### src/rtl/vram_arbiter.sv
// Single-port video text RAM arbiter: display fetches take absolute priority with fixed latency,
// the terminal writer fills free slots via req/ack, and a monitor flags long writer waits.
module vram_arbiter #(
  parameter int ADDR_W   = 12,
  parameter int DATA_W   = 16,
  parameter int MEM_LAT  = 2,
  parameter int MAX_WAIT = 64
) (
  input  logic              i_clk,
  input  logic              i_rst,
  input  logic              i_disp_req,
  input  logic [ADDR_W-1:0] i_disp_addr,
  output logic              o_disp_valid,
  output logic [DATA_W-1:0] o_disp_data,
  input  logic              i_wr_req,
  input  logic              i_wr_we,
  input  logic [ADDR_W-1:0] i_wr_addr,
  input  logic [DATA_W-1:0] i_wr_data,
  output logic              o_wr_ack,
  output logic              o_rd_valid,
  output logic [DATA_W-1:0] o_rd_data,
  output logic              o_wr_starve,
  output logic              o_mem_en,
  output logic              o_mem_we,
  output logic [ADDR_W-1:0] o_mem_addr,
  output logic [DATA_W-1:0] o_mem_wdata,
  input  logic [DATA_W-1:0] i_mem_rdata
);

  localparam int CNT_W = $clog2(MAX_WAIT + 1);

  typedef enum logic [1:0] {IDLE, DISP, WRITE, READ} state_t;
  typedef enum logic [1:0] {TAG_NONE, TAG_DISP, TAG_WR} tag_t;

  state_t            state_reg, state_next;
  logic [ADDR_W-1:0] mem_addr_reg, mem_addr_next;
  logic [DATA_W-1:0] mem_wdata_reg, mem_wdata_next;
  logic              wr_ack;

  // The state register doubles as the RAM command and the writer ack.
  assign wr_ack      = (state_reg == WRITE) || (state_reg == READ);
  assign o_wr_ack    = wr_ack;
  assign o_mem_en    = (state_reg != IDLE);
  assign o_mem_we    = (state_reg == WRITE);
  assign o_mem_addr  = mem_addr_reg;
  assign o_mem_wdata = mem_wdata_reg;

  always_comb begin
    state_next     = IDLE;
    mem_addr_next  = mem_addr_reg;
    mem_wdata_next = mem_wdata_reg;
    if (i_disp_req) begin
      state_next    = DISP;
      mem_addr_next = i_disp_addr;
    end else if (i_wr_req && !wr_ack) begin
      // A request still high during its own ack cycle is not granted again.
      state_next    = i_wr_we ? WRITE : READ;
      mem_addr_next = i_wr_addr;
      if (i_wr_we) begin
        mem_wdata_next = i_wr_data;
      end
    end
  end

  always_ff @(posedge i_clk) begin
    if (i_rst) begin
      state_reg     <= IDLE;
      mem_addr_reg  <= '0;
      mem_wdata_reg <= '0;
    end else begin
      state_reg     <= state_next;
      mem_addr_reg  <= mem_addr_next;
      mem_wdata_reg <= mem_wdata_next;
    end
  end

  // Owner tags travel alongside each read so returning data can be steered.
  tag_t tag_in;
  tag_t tag_reg  [MEM_LAT+1];
  tag_t tag_next [MEM_LAT+1];

  always_comb begin
    tag_in = TAG_NONE;
    case (state_next)
      DISP:    tag_in = TAG_DISP;
      READ:    tag_in = TAG_WR;
      default: tag_in = TAG_NONE;
    endcase
  end

  assign tag_next[0] = tag_in;
  for (genvar gi = 1; gi <= MEM_LAT; gi++) begin : g_tag_shift
    assign tag_next[gi] = tag_reg[gi-1];
  end

  always_ff @(posedge i_clk) begin
    for (int i = 0; i <= MEM_LAT; i++) begin
      if (i_rst) begin
        tag_reg[i] <= TAG_NONE;
      end else begin
        tag_reg[i] <= tag_next[i];
      end
    end
  end

  logic              disp_valid_reg, rd_valid_reg;
  logic [DATA_W-1:0] disp_data_reg, rd_data_reg;

  always_ff @(posedge i_clk) begin
    if (i_rst) begin
      disp_valid_reg <= 1'b0;
      disp_data_reg  <= '0;
      rd_valid_reg   <= 1'b0;
      rd_data_reg    <= '0;
    end else begin
      disp_valid_reg <= (tag_reg[MEM_LAT] == TAG_DISP);
      rd_valid_reg   <= (tag_reg[MEM_LAT] == TAG_WR);
      if (tag_reg[MEM_LAT] == TAG_DISP) begin
        disp_data_reg <= i_mem_rdata;
      end
      if (tag_reg[MEM_LAT] == TAG_WR) begin
        rd_data_reg <= i_mem_rdata;
      end
    end
  end

  assign o_disp_valid = disp_valid_reg;
  assign o_disp_data  = disp_data_reg;
  assign o_rd_valid   = rd_valid_reg;
  assign o_rd_data    = rd_data_reg;

  logic [CNT_W-1:0] wait_cnt_reg, wait_cnt_next;
  logic             starve_reg, starve_next;

  always_comb begin
    wait_cnt_next = wait_cnt_reg;
    if (!i_wr_req || wr_ack) begin
      wait_cnt_next = '0;
    end else if (wait_cnt_reg != CNT_W'(MAX_WAIT)) begin
      wait_cnt_next = wait_cnt_reg + CNT_W'(1);
    end
    starve_next = starve_reg || (wait_cnt_next == CNT_W'(MAX_WAIT));
  end

  always_ff @(posedge i_clk) begin
    if (i_rst) begin
      wait_cnt_reg <= '0;
      starve_reg   <= 1'b0;
    end else begin
      wait_cnt_reg <= wait_cnt_next;
      starve_reg   <= starve_next;
    end
  end

  assign o_wr_starve = starve_reg;

endmodule

### config.mk
export PLATFORM = sky130hd
export DESIGN_NAME = vram_arbiter
export DESIGN_NICKNAME = d
export VERILOG_FILES = /design/src/rtl/vram_arbiter.sv
export SDC_FILE = /design/constraint.sdc
export NUM_CORES = 1
export LEC_CHECK = 0
export ABC_CLOCK_PERIOD_IN_PS = 2550
export BUFFER_PORTS_ARGS = -buffer_cell sky130_fd_sc_hd__clkbuf_2
export CORE_MARGIN = 2
export CORE_UTILIZATION = 45
export CTS_BUF_LIST = sky130_fd_sc_hd__clkbuf_4
export DETAILED_ROUTE_END_ITERATION = 10
export PLACE_DENSITY = 0.77
export SETUP_SLACK_MARGIN = 0.2
export SKIP_LAST_GASP = 1
export SLEW_MARGIN = 20
export SYNTH_ARGS = -nofsm -noshare
export SYNTH_HDL_FRONTEND = slang
export SYNTH_SLANG_ARGS = --single-unit
### constraint.sdc
create_clock -name i_clk -period 2.55 [get_ports i_clk]
set_input_delay 0.1275 -clock i_clk [delete_from_list [all_inputs] [get_ports i_clk]]
set_output_delay 0.1275 -clock i_clk [all_outputs]
set_load 0.03 [all_outputs]
# Word level (Yosys, flattened, before mapping)
# Memory sizes are Yosys's and may differ from the RTL's.
# Cells that the tools add are included.
# word_totals
elab_cells,46
latch_bits,0
register_bits,72
mem_count,1
mem_bits_rw,6
inputBits,61
out_inout_bits,66
rom_bits,0
# mem_list
memory,words,width,read_ports,rd_ports_with_merged_regs,wr,line_no,source
tag_reg,3,2,3,0,3,79,tag_t tag_reg [MEM_LAT+1];
# classes
n_addsub,1
n_mux,14
n_reduce_logical,9
div_mod_pow,0
n_lt_le_gt_ge,0
eq_ne,8
n_mul,0
n_shift,0
bitwise_logic,4
# ops
operator,count
$mux W12,2
$mux W7,2
$mux W2,5
$eq A2 B2 Y1 const B,4
$add A7 B1 Y7 const B,1
$eq A7 B7 Y1 const B,1
$ne A7 B7 Y1 const B,1
$eq A2 B1 Y1 const B,2
$mux W1,4
$pmux W2 S2,1
$reduce_bool A2 Y1,2
$logic_or A1 B1 Y1,3
$or A1 B1 Y1,3
$reduce_and A3 Y1,1
$logic_not A1 Y1,2
$logic_and A1 B1 Y1,1
$not A1 Y1,1

# Longest topological paths before layout
# Gate-level depths: netlist of the first run.
# depth
depth_word,9
mapped_depth,6
mapped_depth_nobuf,6

# Least setup slack after synthesis of the first run
# OpenSTA, ideal clock, no wires.
# synth_path
path_kind,register -> register
start,register wait_cnt_reg[1]
end,"register starve_reg, in the netlist o_wr_starve"
n_path_buf,0
stages_incl_launch_ff,6
t_arrival_ns,1.327
path_slack_ns,1.085
required_time_ns,2.412
path_cell_list,dfxtp_1 ha_1 nand3_1 o21a_1 o21ai_1 o32ai_2
# synth_between
elab_chain_cells,5
elab_cells_between_ends,6
# synth_rtl
item,line_no,source
"start, declared",132,"logic [CNT_W-1:0] wait_cnt_reg, wait_cnt_next;"
"start signal, assigned",150,wait_cnt_reg <= wait_cnt_next;
$add A7 B1 Y7 / $ne A7 B7 Y1 (equally long branches),"140, 139",
$mux W7 (*),139,end else if (wait_cnt_reg != CNT_W'(MAX_WAIT)) begin
$mux W7 (*),137,if (!i_wr_req || wr_ack) begin
$eq A7 B7 Y1 (*),142,starve_next = starve_reg || (wait_cnt_next == CNT_W'(MAX_WAIT));
$logic_or A1 B1 Y1 (*),142,
"end signal, assigned",151,starve_reg <= starve_next;
"end, declared",133,"logic starve_reg, starve_next;"
# Every way passes the cells marked *; elsewhere a longest branch is shown, timed or not.
# A chain may end at the register's enable or synchronous reset.

# Worst setup path after layout of the first run
# Ends and elaborated chain as after synthesis.

==> metrics.txt, run 1 <==
status=complete, no violations; Routed Antenna Nets=0; most frequent cells in the layout=clkbuf_2 (126), nand2_1 (99), dfxtp_1 (78); RSZ-0062 raised after global routing=false; CP Launch Type=register; WL final=roughly 7500 um; MaxCap Viol Count=0; clk sinks=78; pwr dens=roughly 540 nW/um^2; synthesized instance count=350; synth unique cells=34; Worst EP required=2.84 ns; die footprint=7350 um^2; Resize count post-CTS=0; Post-synth EDFFs=0; most common cell after layout, fill and taps aside=clkbuf_2; Least-Margin Pin Slew=0.696 ns; synthesized net count=413; wire length of the first global-routing pass=12400 um; routability cong.=0.902; Yosys reg bits=78; Worst R2R Setup Slack=0.93 ns; DRT iter0 DRCs=150; Hold Path Class=in2reg; fin nets=~580; P&R area growth vs syn=41.4%; CP Max Fanout=8; H-Tree Depth=3; Leakage=1.89 nW; clk slew on worst S/H paths=0.11 ns; CTS max path bufs=2; GRT Residual Overflow=0; Slew Viols, Final=0; TritonCTS Buffers=9; Routed WL per cell=12.6 um; CTS tree=done; Fmax=617 MHz; Root Buffer=clkbuf_4; DR vias=roughly 2.9k; slew margin rel.=53.6%; placed wire-length estimate=4820 um; Clk Latency, worst-skew pair=0.40 ns; final hold violations=0; Fin Hold WS=0.0715 ns; initial antenna violation count=0; Worst setup EP type=register; register area share after synthesis=52.0%; crit share post-route=63.5%; # diodes=0; port bufs=126; WP data arrival=1.91 ns; TNS Setup=0 ns; largest net degree at the start of global routing=44; layout cells sized above 1=roughly 30%; vias in the first global route=~2.8k; VDD IR max=0.466 mV; Die Y=85.7 um; Via density=4.86; Initial Util=roughly 47%; final setup vio count=0; number of remaining DRC errors=0; ys flop type=dfxtp_1; Fill cells=542; Ports=127; critical path class=reg2reg; die width=85.7 um; core area=around 6400 um^2; syn_area_per_cell=8.58 um^2; Total GRT Usage=approximately a fifth; Syn Std Cell Area=3000 um^2; fin crit period=1.62 ns; drt pass-1 iters=4; row cnt=29; Warnings, synthesis=0; worst clock skew=0.00922 ns; Post-synth ARST share=0%
==> worst max-delay path, stage by stage (launching register included) <==
cell     delay, ns
dfxtp_1       0.48
ha_1          0.34
nand3_1       0.17
o21a_1        0.22
o21ai_1       0.19
o32ai_2       0.12
==> path summary, 6_finish.rpt <==
check / start / end / cells after the start
max reg2reg: wait_cnt_reg[1] / o_wr_starve / 5
min reg2reg: tag_reg[1][1] / tag_reg[2][1] / 1
max: wait_cnt_reg[1] / o_wr_starve / 5
min: i_wr_addr[7] / o_mem_addr[7] / 4
==> area by class of cell <==
class	instances	area, um^2	area share [%]
multi-input combinational	242	1310	30.9
clock inverter	5	50.0	1.18
tap	77	96.3	2.27
inverter	5	18.8	0.442
clock buffer	11	82.6	1.94
timing repair buffer	177	1130	26.5
sequential	78	1560	36.7
==> logic make-up after synthesis <==
family,count (synthesis),synth area share (%)
xor+xnor,4,1.17
flops,78,52.0
mux,24,8.50
simple gates,152,22.6
compound gates,60,10.7
buf+inv,30,4.29
fa+ha+maj,2,0.833
==> where the power goes <==
group          total, W  switching [W]  internal, W
Sequential      0.00127      0.0000195      0.00125
Combinational  0.000329       0.000180     0.000149
Clock          0.000708       0.000394     0.000314
Total           0.00231       0.000593      0.00172
==> metal layers <==
| metal | wire length (um) | GRT usage (%) | up-vias |
|---|---|---|---|
| met5 | 0 | 0 | - |
| met4 | 142 | 7.50 | 0 |
| met3 | 447 | 5.58 | 14 |
| met2 | 3760 | 37.4 | 98 |
| met1 | 3120 | 24.2 | 1309 |
| li1 | - | - | 1472 |
==> per-stage QoR <==
step / total power, W / area, um^2 / instances / setup WS [ns] / util, %
3_3_place_gp: 0.00157 / 3670 / 534 / 1.02 / 57.4
2_1_floorplan: 0.00147 / 3000 / 350 / 1.09 / -
5_1_grt: 0.00242 / 4250 / 595 / 0.779 / 66.5
4_1_cts: 0.00234 / 4250 / 595 / 0.928 / 66.5
6_report: 0.00231 / 4250 / 595 / 0.930 / 66.5
3_5_place_dp: 0.00157 / 3670 / 534 / 0.942 / 57.4
==> Yosys cell counts, drive strengths merged, types with 2 or more instances <==
cell    count  area [um^2]
mux2i      12          120
xor2        2         17.5
nand2b      4         25.0
o21ai       3         15.0
xnor2       2         17.5
nor2b       9         56.3
buf         8         46.3
nand3       5         25.0
mux2       12          135
a211oi      2         15.0
nor2       21         86.3
clkbuf     17         63.8
a21oi      52          260
dfxtp      78         1560
nand2      99          372
nor3        6         40.0
inv         5         18.8
or3         4         30.0
ha          2         25.0
==> timing repair <==
item / 4_1_cts / 5_1_grt
setup buffers: 0 / 0
hold endpoints to repair: 61 / 0
hold buffers: 45 / 0
No activity file was read; power rests on OpenSTA's default activity.
==> inputs of run 2 (changes only) <==
--- a/config.mk
+++ b/config.mk
@@ -5,13 +5,13 @@
 export SDC_FILE = /design/constraint.sdc
 export NUM_CORES = 1
 export LEC_CHECK = 0
-export ABC_CLOCK_PERIOD_IN_PS = 2550
+export ABC_CLOCK_PERIOD_IN_PS = 1400
 export BUFFER_PORTS_ARGS = -buffer_cell sky130_fd_sc_hd__clkbuf_2
 export CORE_MARGIN = 2
-export CORE_UTILIZATION = 45
+export CORE_UTILIZATION = 44
 export CTS_BUF_LIST = sky130_fd_sc_hd__clkbuf_4
 export DETAILED_ROUTE_END_ITERATION = 10
-export PLACE_DENSITY = 0.77
+export PLACE_DENSITY = 0.78
 export SETUP_SLACK_MARGIN = 0.2
 export SKIP_LAST_GASP = 1
 export SLEW_MARGIN = 20
==> constraint.sdc (replaced) <==
create_clock -name i_clk -period 1.4 [get_ports i_clk]
set_input_delay 0.07 -clock i_clk [delete_from_list [all_inputs] [get_ports i_clk]]
set_output_delay 0.07 -clock i_clk [all_outputs]
set_load 0.03 [all_outputs]
==> run 2 against run 1 <==
Net effect:
- sequential power rose by 83%
- power increased by 100%
- clock skew is 0.0066 ns higher
- design area grew 17%
- setup slack worse by 0.92 ns
- fmax rose by 16%
- first-iteration DRC count shrank 32%
- die area up 2.2%
- largest cell class is now multi-input gates
==> metrics.txt, run 2 (synthesis gave the netlist of run 1 again) <==
status=complete, no violations (unchanged); Root Buffer=clkbuf_4 (unchanged); post-placement cell count=546 (was 534); Initial Util=45.0% (was 47.0%); non-filler cells, final=627 (was 595); worst clock skew=0.0158 ns (was 0.00922 ns); pwr dens=942 nW/um^2 (was 544 nW/um^2); critical path class=reg2reg (unchanged); layout cells sized above 1=47.3% (was 29.7%); TNS Setup=0 ns (unchanged); CP Launch Type=register (unchanged); WP data arrival=1.73 ns (was 1.91 ns); total power=0.00468 W (was 0.00231 W); # diodes=0 (unchanged); Routed WL per cell=14.7 um (was 12.6 um); CTS max path bufs=2 (unchanged); wire length of the first global-routing pass=13800 um (was 12400 um); Via density=5.01 (was 4.86); final setup vio count=0 (unchanged); die footprint=7500 um^2 (was 7350 um^2); met3 Use GR=6.29% (was 5.58%); WL final=9210 um (was 7470 um); largest net degree at the start of global routing=38 (was 44); Leakage=2.21 nW (was 1.89 nW); design area=4970 um^2 (was 4250 um^2); Slew Viols, Final=0 (unchanged); placed wire-length estimate=5010 um (was 4820 um); P&R area growth vs syn=65.4% (was 41.4%); H-Tree Depth=3 (unchanged); DRT iter0 DRCs=102 (was 150); VDD IR max=0.588 mV (was 0.466 mV); MaxCap Viol Count=0 (unchanged); Ports=127 (unchanged); Worst EP required=1.74 ns (was 2.84 ns); Least-Margin Pin Slew=0.419 ns (was 0.696 ns); Hold Path Class=in2reg (unchanged); Die Y=86.6 um (was 85.7 um); met2 Resource Use GR=41.7% (was 37.4%); fin nets=605 (was 576); most common cell after layout, fill and taps aside=clkbuf_2 (unchanged); Routed Antenna Nets=0 (unchanged); most frequent cells in the layout=clkbuf_2 (124), dfxtp_1 (72), nand2_1 (68) (was clkbuf_2 (126), nand2_1 (99), dfxtp_1 (78)); row cnt=30 (was 29); final hold violations=0 (unchanged); TritonCTS Buffers=9 (unchanged); fin crit period=1.39 ns (was 1.62 ns); DP Area=3840 um^2 (was 3670 um^2); number of remaining DRC errors=0 (unchanged); final core utilization=74.4% (was 66.5%); slew margin rel.=72.1% (was 53.6%); crit share post-route=99.5% (was 63.5%); initial antenna violation count=0 (unchanged); core area=6680 um^2 (was 6390 um^2); routability cong.=0.854 (was 0.902); RSZ-0062 raised after global routing=true (was false); Fmax=718 MHz (was 617 MHz); GR Util met1=25.2% (was 24.2%); DR vias=3143 (was 2893); GRT Residual Overflow=0 (unchanged); die width=86.6 um (was 85.7 um); gr busiest metal=met2 (unchanged); clk slew on worst S/H paths=0.13 ns (was 0.11 ns); clk sinks=78 (unchanged); Worst setup EP type=register (unchanged); drt pass-1 iters=5 (was 4); vias in the first global route=3119 (was 2794); Total GRT Usage=23.3% (was 21.0%); CP Max Fanout=5 (was 8); Clk Latency, worst-skew pair=0.42 ns (was 0.40 ns); CTS tree=done (unchanged); port bufs=126 (unchanged)
==> run 2: final cells by class <==
class	count	area [um^2]
clock inverters	6	93.8
inverters	5	23.8
repair buffers	206	1450
well taps	80	100
flip-flops and latches	78	1580
fillers	453	1710
multi-input cells	242	1650
clock buffers	10	75.1
==> run 2: worst paths after layout <==
kind                         from            end  slack, ns  cells past startpoint
setup / recovery  wait_cnt_reg[3]    o_wr_starve      0.006                      4
hold / removal       i_wr_addr[9]  o_mem_addr[9]       0.03                      4
setup reg to reg  wait_cnt_reg[3]    o_wr_starve      0.006                      4
hold reg to reg     tag_reg[1][1]  tag_reg[2][1]       0.45                      1
==> run 2: through the flow <==
step / worst slack (ns) / hold WS [ns]
2_1_floorplan: 0.0793 / 0.147
3_3_place_gp: 0.0525 / 0.260
3_5_place_dp: -0.0182 / 0.266
4_1_cts: 0.0170 / 0.00141
5_1_grt: -0.0407 / 0.0158
6_report: 0.00642 / 0.0332
==> run 2: repair_timing <==
action | CTS | global route
hold endpoints to repair | 63 | 0
gates resized for setup | 59 | 38
cloned | 2 | 1
pin swaps | 30 | 29
setup buffers | 6 | 2
setup endpoints to repair | 36 | 38
hold buffers | 54 | 0
==> run 2: where the power goes <==
group / internal [W] / switching [W] / total (W) / leakage (nW)
sequential: 0.00228 / 0.0000470 / 0.00233 / 0.638
combinational: 0.000391 / 0.000399 / 0.000790 / 1.49
clock: 0.000760 / 0.000806 / 0.00157 / 0.0876
total: 0.00343 / 0.00125 / 0.00468 / 2.21
==> run 2: metal layers <==
layer	up-vias	share of wire [%]
li1	1535	-
met1	1477	39
met2	111	54
met3	20	5.1
met4	0	2.3
met5	-	0
==> run 2: critical path: stages, from the launching register on <==
cell	delay, ns
dfxtp_4	0.38
or3_4	0.41
nor4_4	0.25
a211oi_2	0.09
o32ai_2	0.19
==> inputs of run 3 (changes only) <==
==> config.mk (replaced) <==
export PLATFORM = sky130hd
export DESIGN_NAME = vram_arbiter
export DESIGN_NICKNAME = d
export VERILOG_FILES = /design/src/rtl/vram_arbiter.sv
export SDC_FILE = /design/constraint.sdc
export NUM_CORES = 1
export LEC_CHECK = 0
export ABC_CLOCK_PERIOD_IN_PS = 1500
export BUFFER_PORTS_ARGS = -buffer_cell sky130_fd_sc_hd__clkbuf_2
export CORE_MARGIN = 2
export CORE_UTILIZATION = 45
export CTS_BUF_LIST = sky130_fd_sc_hd__clkbuf_4
export DETAILED_ROUTE_END_ITERATION = 10
export PLACE_DENSITY = 0.77
export SETUP_SLACK_MARGIN = 0.2
export SKIP_LAST_GASP = 1
export SLEW_MARGIN = 20
export SYNTH_ARGS = -nofsm -noshare
export SYNTH_HDL_FRONTEND = slang
export SYNTH_SLANG_ARGS = --single-unit
export TNS_END_PERCENT = 10
==> constraint.sdc (replaced) <==
create_clock -name i_clk -period 1.5 [get_ports i_clk]
set_input_delay 0.075 -clock i_clk [delete_from_list [all_inputs] [get_ports i_clk]]
set_output_delay 0.075 -clock i_clk [all_outputs]
set_load 0.03 [all_outputs]
==> run 3 against run 2 <==
Net effect:
- sequential power is 7% lower
- clock power is 20% lower
- design area is 7.2% lower
- fmax is 2.5% lower
- utilization is 2.1 points lower
- sequential share of layout area is 2.4 points higher
- setup slack better by 0.064 ns
- register-to-register slack better by 0.06 ns
- combinational power is 19% lower
- critical path depth is 2 higher
- clock skew is 0.0031 ns lower
- non-clock buffer count is 1 lower
==> metrics.txt, run 3 (synthesis gave the netlist of run 1 again) <==
status=complete, no violations (unchanged); non-filler cells, final=623 (was 627); Root Buffer=clkbuf_4 (unchanged); Comb power frac=15.8% (was 16.9%); RSZ-0062 raised after global routing=true (unchanged); critical path class=reg2reg (unchanged); GRT Residual Overflow=0 (unchanged); VDD IR max=0.649 mV (was 0.588 mV); pwr dens=878 nW/um^2 (was 942 nW/um^2); layout cells sized above 1=34.8% (was 47.3%); WP data arrival=1.78 ns (was 1.73 ns); Seq pwr share=53.4% (was 49.7%); Routed Antenna Nets=0 (unchanged); die footprint=7350 um^2 (was 7500 um^2); Sw Share=26.9% (was 26.7%); met2 Resource Use GR=41.4% (was 41.7%); MaxCap Viol Count=0 (unchanged); H-Tree Depth=3 (unchanged); final setup vio count=0 (unchanged); core area=6390 um^2 (was 6680 um^2); crit share post-route=95.3% (was 99.5%); reg-to-reg endpoint=o_wr_starve (unchanged); hold depth=5 (was 4); DR vias=3065 (was 3143); DRT iter0 DRCs=123 (was 102); worst clock skew=0.0127 ns (was 0.0158 ns); slew margin rel.=72.4% (was 72.1%); Die Y=85.7 um (was 86.6 um); Leakage=2.06 nW (was 2.21 nW); Initial Util=47.0% (was 45.0%); CP Launch Type=register (unchanged); TNS Setup=0 ns (unchanged); number of remaining DRC errors=0 (unchanged); CTS tree=done (unchanged); post-placement cell count=540 (was 546); port bufs=126 (unchanged); FF-to-FF path depth=6 (was 4); P&R area growth vs syn=53.6% (was 65.4%); CTS max path bufs=2 (unchanged); TritonCTS Buffers=9 (unchanged); Fmax=699 MHz (was 718 MHz); CP Max Fanout=3 (was 5); WL final=8730 um (was 9210 um); met3 Use GR=8.18% (was 6.29%); clock share of power=30.8% (was 33.4%); Slew Viols, Final=0 (unchanged); Hold EP=wait_cnt_reg[6] (was o_mem_addr[9]); clk slew on worst S/H paths=0.12 ns (was 0.13 ns); # diodes=0 (unchanged); largest net degree at the start of global routing=42 (was 38); fin nets=604 (was 605); clk sinks=78 (unchanged); placed wire-length estimate=5130 um (was 5010 um); initial antenna violation count=0 (unchanged); Least-Margin Pin Slew=0.413 ns (was 0.419 ns); drt pass-1 iters=4 (was 5); vias in the first global route=3026 (was 3119); gr busiest metal=met2 (unchanged); Worst R2R Setup Slack=0.07 ns (was 0.006 ns); FF-to-FF Start=wait_cnt_reg[0] (was wait_cnt_reg[3]); final core utilization=72.2% (was 74.4%); Routed WL per cell=14.0 um (was 14.7 um); wire length of the first global-routing pass=13600 um (was 13800 um); GR Util met1=25.5% (was 25.2%); Worst EP required=1.85 ns (was 1.74 ns); Via density=4.92 (was 5.01); most frequent cells in the layout=clkbuf_2 (126), nand2_1 (99), dfxtp_1 (72) (was clkbuf_2 (124), dfxtp_1 (72), nand2_1 (68)); Net Sw Power=0.00109 W (was 0.00125 W); Hold Startpoint=i_wr_req (was i_wr_addr[9]); most common cell after layout, fill and taps aside=clkbuf_2 (unchanged); final hold violations=0 (unchanged); fin crit period=1.43 ns (was 1.39 ns); Clk Latency, worst-skew pair=0.43 ns (was 0.42 ns); routability cong.=0.818 (was 0.854); Hold Path Class=in2reg (unchanged); row cnt=29 (was 30); die width=85.7 um (was 86.6 um); Ports=127 (unchanged); Worst setup EP type=register (unchanged); Pint=0.00296 W (was 0.00343 W); Total GRT Usage=23.5% (was 23.3%)
==> run 3: area by class of cell <==
type	instances	area, um^2
Multi-Input combinational cell	242	1380
Timing Repair Buffer	205	1400
Fill cell	494	1770
Tap cell	77	96.3
Sequential cell	78	1580
Clock inverter	6	60.1
Clock buffer	10	75.1
Inverter	5	21.3
==> run 3: stage by stage <==
step / instance area [um^2] / setup slack, ns / total power (W) / hold slack (ns)
2_1_floorplan: 3040 / 0.155 / 0.00250 / 0.152
3_3_place_gp: 3750 / 0.0886 / 0.00267 / 0.267
3_5_place_dp: 3750 / 0.00117 / 0.00269 / 0.272
4_1_cts: 4510 / 0.0497 / 0.00405 / 0.0744
5_1_grt: 4610 / 0.0192 / 0.00423 / 0.103
6_report: 4610 / 0.0701 / 0.00405 / 0.0842
==> run 3: how the worst max path moves through the flow <==
stage	start	to
global placement	state_reg[1]	o_mem_wdata[13]
finish	wait_cnt_reg[0]	o_wr_starve
detailed placement	wait_cnt_reg[0]	o_wr_starve
global route	wait_cnt_reg[1]	o_wr_starve
floorplan	wait_cnt_reg[0]	o_wr_starve
CTS	wait_cnt_reg[4]	o_wr_starve
==> run 3: what timing repair did <==
item | 4_1_cts | 5_1_grt
gates cloned | 0 | 1
buffers inserted | 4 | 4
hold buffers | 58 | 0
gates resized for setup | 4 | 13
pin swaps | 2 | 8
setup endpoints to repair | 33 | 35
hold endpoints to repair | 62 | 0
==> run 3: power by group through the flow <==
stage / clock network, W / registers (W) / logic, W
3_3_place_gp: 0 / 0.00221 / 0.000466
2_1_floorplan: 0 / 0.00231 / 0.000196
4_1_cts: 0.00129 / 0.00217 / 0.000601
3_5_place_dp: 0 / 0.00221 / 0.000475
6_report: 0.00125 / 0.00216 / 0.000641
5_1_grt: 0.00137 / 0.00217 / 0.000688
==> run 3: metal layers <==
metal  vias to the layer above  wire length, um
met5                         -                0
li1                       1527                -
met1                      1390             3410
met3                        26              565
met2                       122             4520
met4                         0              240
==> run 3: critical path: stages, from the launching register on <==
cell	delay (ns)
dfxtp_4	0.39
inv_4	0.04
ha_4	0.15
and3b_2	0.22
nor4_4	0.28
a211oi_2	0.07
o32ai_2	0.19
